## src/rtl/fifo_almost_full_tx.sv

```systemverilog
// fifo_almost_full_tx
// Drains a first-word-fall-through source FIFO into the write port of a
// downstream almost-full FIFO across a register-retimed long path. The
// forward pipe never stalls. Words already in flight when the downstream
// side reports almost-full land in the downstream FIFO's grace slots.
// The returned full_n is retimed by BACK_DEPTH registers before it gates
// source reads.
module fifo_almost_full_tx #(
    parameter int DATA_WIDTH = 32,
    parameter int PIPE_DEPTH = 2,
    parameter int BACK_DEPTH = 1,
    parameter int DST_GRACE  = 4
) (
    input  logic                  clk,
    input  logic                  reset,
    input  logic                  en,
    input  logic                  src_empty_n,
    input  logic [DATA_WIDTH-1:0] src_dout,
    output logic                  src_read,
    input  logic                  dst_full_n,
    output logic                  dst_write,
    output logic [DATA_WIDTH-1:0] dst_din,
    output logic [31:0]           sent_count,
    output logic                  idle
);

    // The downstream grace slots must cover every word that can still be
    // written after its almost-full asserts.
    if (PIPE_DEPTH < 1) begin : g_bad_pipe
        $error("fifo_almost_full_tx: PIPE_DEPTH must be at least 1");
    end
    if (BACK_DEPTH < 0) begin : g_bad_back
        $error("fifo_almost_full_tx: BACK_DEPTH must not be negative");
    end
    if (DST_GRACE < PIPE_DEPTH + BACK_DEPTH + 1) begin : g_bad_grace
        $error("fifo_almost_full_tx: DST_GRACE must be >= PIPE_DEPTH+BACK_DEPTH+1");
    end

    logic                  full_ok_s;
    logic [PIPE_DEPTH-1:0] valid_q;
    logic [PIPE_DEPTH-1:0] valid_d;
    logic [DATA_WIDTH-1:0] data_q [PIPE_DEPTH];
    logic [DATA_WIDTH-1:0] data_d [PIPE_DEPTH];
    logic [31:0]           sent_count_q;
    logic [31:0]           sent_count_d;

    // Return path: either use full_n directly or through a reset-to-full chain.
    if (BACK_DEPTH == 0) begin : g_no_back
        assign full_ok_s = dst_full_n;
    end else begin : g_back
        logic [BACK_DEPTH-1:0] full_q;
        logic [BACK_DEPTH-1:0] full_d;

        // Shift the returned full_n one stage per cycle.
        always_comb begin
            full_d    = full_q;
            full_d[0] = dst_full_n;
            for (int k = 1; k < BACK_DEPTH; k++) begin
                full_d[k] = full_q[k-1];
            end
        end

        // Chain resets to "no space" so nothing is read until the
        // downstream FIFO has reported room.
        always_ff @(posedge clk or negedge reset) begin
            if (!reset) begin
                full_q <= '0;
            end else begin
                full_q <= full_d;
            end
        end

        assign full_ok_s = full_q[BACK_DEPTH-1];
    end

    // Pop the source only when enabled, data is present and the delayed
    // full_n allows it.
    assign src_read = en & src_empty_n & full_ok_s;

    // Forward pipe next state: unconditional shift, stage 0 takes the read.
    always_comb begin
        valid_d    = valid_q;
        data_d     = data_q;
        valid_d[0] = src_read;
        data_d[0]  = src_dout;
        for (int k = 1; k < PIPE_DEPTH; k++) begin
            valid_d[k] = valid_q[k-1];
            data_d[k]  = data_q[k-1];
        end
    end

    // The count includes the word being presented, so it agrees with
    // dst_write in the same cycle. It wraps naturally at 2^32.
    always_comb begin
        if (valid_d[PIPE_DEPTH-1]) begin
            sent_count_d = sent_count_q + 32'd1;
        end else begin
            sent_count_d = sent_count_q;
        end
    end

    // Forward pipe and counter registers. Reset discards in-flight words.
    always_ff @(posedge clk or negedge reset) begin
        if (!reset) begin
            valid_q      <= '0;
            sent_count_q <= 32'd0;
            for (int k = 0; k < PIPE_DEPTH; k++) begin
                data_q[k] <= '0;
            end
        end else begin
            valid_q      <= valid_d;
            data_q       <= data_d;
            sent_count_q <= sent_count_d;
        end
    end

    assign dst_write  = valid_q[PIPE_DEPTH-1];
    assign dst_din    = data_q[PIPE_DEPTH-1];
    assign sent_count = sent_count_q;
    assign idle       = ~src_read & ~(|valid_q);

endmodule

```

## config.mk

```make
export PLATFORM = sky130hd
export DESIGN_NAME = fifo_almost_full_tx
export DESIGN_NICKNAME = d
export VERILOG_FILES = /design/src/rtl/fifo_almost_full_tx.sv
export SDC_FILE = /design/constraint.sdc
export NUM_CORES = 1
export LEC_CHECK = 0
export ABC_AREA = 1
export CAP_MARGIN = 0
export CORE_MARGIN = 3
export CORE_UTILIZATION = 50
export CTS_CLUSTER_DIAMETER = 30
export DETAILED_ROUTE_END_ITERATION = 6
export HOLD_SLACK_MARGIN = 0.06
export PLACE_DENSITY_LB_ADDON = 0.05
export SLEW_MARGIN = 30
export SYNTH_ARGS = -nofsm -noshare
export SYNTH_HDL_FRONTEND = slang
export SYNTH_SLANG_ARGS = --single-unit
```

## constraint.sdc

```tcl
create_clock -name clk -period 2.1 [get_ports clk]
set_input_delay 0.63 -clock clk [delete_from_list [all_inputs] [get_ports clk]]
set_output_delay 0.63 -clock clk [all_outputs]
set_load 0.02 [all_outputs]
```

==> results.txt <==
----------------------------------------------------
[Logic synthesis]
  Count of unique library cells instantiated by Yosys ... 23
  Gate count of the mapped netlist ... 281
  Area of the mapped netlist ... 0.003501 mm²
  Number of warnings issued by yosys ... 0
  Post-synthesis net count ... 319
  Post-synthesis register bit count ... 99
  Mean cell area of the mapped netlist ... 12.46 µm²
  Seq/Total Area, Yosys ... 70.76%

[Clocking]
  Number of buffers inserted to repair setup after CTS ... 0
  Clock insertion delay at the later pin of the skew report ... 350 ps
  Clock sinks ... 99
  Clock input transition at the sequential cells of the worst setup and hold paths ... 90 ps
  Clock Tree Root ... sky130_fd_sc_hd__clkbuf_8
  Clock tree buffer depth ... 2
  Number of buffers created by CTS ... 9
  CTS Hold Buffers Added ... 0
  H-tree levels ... 3
  TritonCTS clock tree ... built

[STA]
  Tightest Pin Transition ... 515.3 ps
  Setup Viol. Count Final ... 0
  Slew headroom ... 65.61%
  Clock Skews ... 5.471 ps
  Final setup TNS ... 0 ps
  Period utilisation layout ... 98.99%
  Max Slew Vio Count ... 0
  Highest achievable clock rate ... 481.0 MHz
  Final number of hold-violating endpoints ... 0
  Final Critical Period ... 2079 ps

[Worst setup path]
  Launching element type of the critical path ... input pin
  Slowest stage cell, crit path ... sky130_fd_sc_hd__clkdlybuf4s50_1
  Worst setup path class ... in -> out
  Critical path data arrival time ... 1450 ps
  Worst Path Max Fanout ... 2
  Count of cell instances traversed by the critical path ... 5
  CP Capture Type ... primary output
  Total buffers and inverters traversed by the critical path ... 3
  R2R cell count ... 7
  Worst Setup SP ... en
  Top delay family on crit path ... buffers and inverters
  Required arrival time at the worst endpoint ... 1470 ps
  List of cells traversed by the critical path ... clkdlybuf4s50_1, nand3_2, nand2_1, inv_1, buf_4
  Launch point of the worst reg-to-reg path ... sent_count[0]
  Delay of the slowest critical-path stage ... 480 ps

[Finish]
  Fraction of final layout cells with drive strength greater than 1 ... 11.69%
  Number of diodes ... 0
  Most common cell after layout, fill and taps aside ... sky130_fd_sc_hd__dfrtp_1
  Most frequent cells in the layout ... 99 x sky130_fd_sc_hd__dfrtp_1, 84 x sky130_fd_sc_hd__clkdlybuf4s50_1, 52 x sky130_fd_sc_hd__nand2_1
  Fill cell instance count of the final layout ... 451
  Final nets ... 435
  Final instance count without filler cells ... 495
  Non-Filler Cell Area, Final ... 0.004896 mm²
  Synthesis-to-finish area growth ... 39.85%

[Place]
  Number of placed cells counting well taps ... 479
  Routability congestion estimate from global placement ... 0.7855
  HPWL reported at the end of detailed placement ... 5109 µm
  Placed inst area ... 0.004666 mm²
  Number of buffers added on ports ... 103

[Routing]
  Post-detailed-route count of antenna-violating nets ... 0
  Routed vias ... 2269
  DRC violation count after routing ... 0
  Final wirelength ... 6847 µm
  Number of iterations in the first detailed-routing pass ... 4
  Number of violations reported at the end of detailed-routing iteration 0 ... 91
  Routed wire per std cell ... 13.83 µm
  Via-to-Cell Ratio ... 4.584

[Die]
  Site Rows ... 29
  Die area ... 0.008042 mm²
  Top-level I/O count ... 104
  Initial core utilization ... 53.31%
  Core box area ... 0.006568 mm²
  Horizontal extent of the die ... 89.68 µm
  Height of the chip ... 89.68 µm

[Power]
  Power density relative to cell area ... 759.1 mW/mm²
  Post-layout power ... 3.717 mW
  Leak ... 2.513 nW
  Max VDD drop ... 0.0005433 V

[Global routing]
  Combined global-route utilization of all metal layers ... 18.71%
  Total gr overflow ... 0
  Vias in the first global route ... 2293
  Initial antenna violation count ... 0
  Wire length of the first global-routing pass ... 11020 µm
  Pin count of the biggest net entering global routing ... 54

[Flow run]
  MaxCap Viol Count ... 0

[Hold path]
  Class of the tightest hold or removal check ... in -> async

[Run status]
  Outcome ... complete, no violations

----------------------------------------------------
## Yosys cell counts (all sizes together)
master,number,area [µm²]
xnor2,8,77.58
nand3,18,100.1
nand4,9,56.30
nor3,8,61.31
nor2,26,147.6
nand2,58,242.7
nand3b,3,26.27
nor3b,1,18.77
xor2,15,131.4
dfrtp,99,2477
inv,32,120.1
and2,1,6.260
ha,1,12.51
buf,2,22.52
## power by group
group          total [mW]  switching [mW]  internal, mW
Clock                1.21           0.639         0.566
Combinational       0.432           0.226         0.206
Sequential           2.08          0.0744          2.00
Total                3.72           0.940          2.78
## registers in the layout, summed over array words and instances (netlist names)
register,count
sent_count,32
valid_q,2
full_ok_s,1
data_d,32
dst_din,32
## through the flow
stage / worst slack, ps / hold WS [ps] / util (%)
2_1_floorplan: 527.5 / 331.2 / -
3_3_place_gp: -415.0 / 331.6 / 71.04
3_5_place_dp: -411.9 / 334.7 / 71.04
4_1_cts: 2.804 / 216.6 / 73.90
5_1_grt: -4.035 / 223.7 / 74.55
6_report: 21.17 / 214.7 / 74.55
## final cells by class
type | count | area (µm²) | area share [%]
Sequential cell | 99 | 2477 | 50.60
Clock inverter | 6 | 72.57 | 1.482
Inverter | 32 | 120.1 | 2.453
Clock buffer | 10 | 127.6 | 2.607
Tap cell | 93 | 116.4 | 2.377
Timing Repair Buffer | 107 | 1096 | 22.39
Multi-Input combinational cell | 148 | 885.9 | 18.09
## worst reg2reg max path, delay by kind of cell, from the launching register on
kind,cells,cell delay (ps)
simple gates,3,680
flops,1,450
buf+inv,2,280
fa+ha+maj,1,190
xor+xnor,1,140
## timing repair
action,in CTS,in global routing
resized for setup,10,16
endpoints found under the setup margin,4,16
pin swaps,0,0
## path summary, 6_finish.rpt
kind,to,slack (ps)
min reg2reg,dst_din[18],350
min in group clk,dst_din[18],350
max,idle,20
min,dst_din[26],210
max reg2reg,sent_count[18],290
max in group asynchronous,data_d[15],1260
## logic make-up (layout without fill, tap and decap cells)
logic type               after synthesis  count (layout)  synth area share [%]
AND/OR/NAND/NOR                      124             124                 18.83
buffers and inverters                 34             155                 4.074
flip-flops                            99              99                 70.76
adder cells (fa/ha/maj)                1               1                0.3573
XOR/XNOR                              23              23                 5.969
## per-layer routing
metal	track usage, %	vias up	wire length, µm
met1	22.72	1082	2792
met2	30.72	75	3441
met5	0	-	0
met4	5.683	0	59
met3	7.664	5	555
li1	-	1107	-
Power figures use the tool's default switching activity.
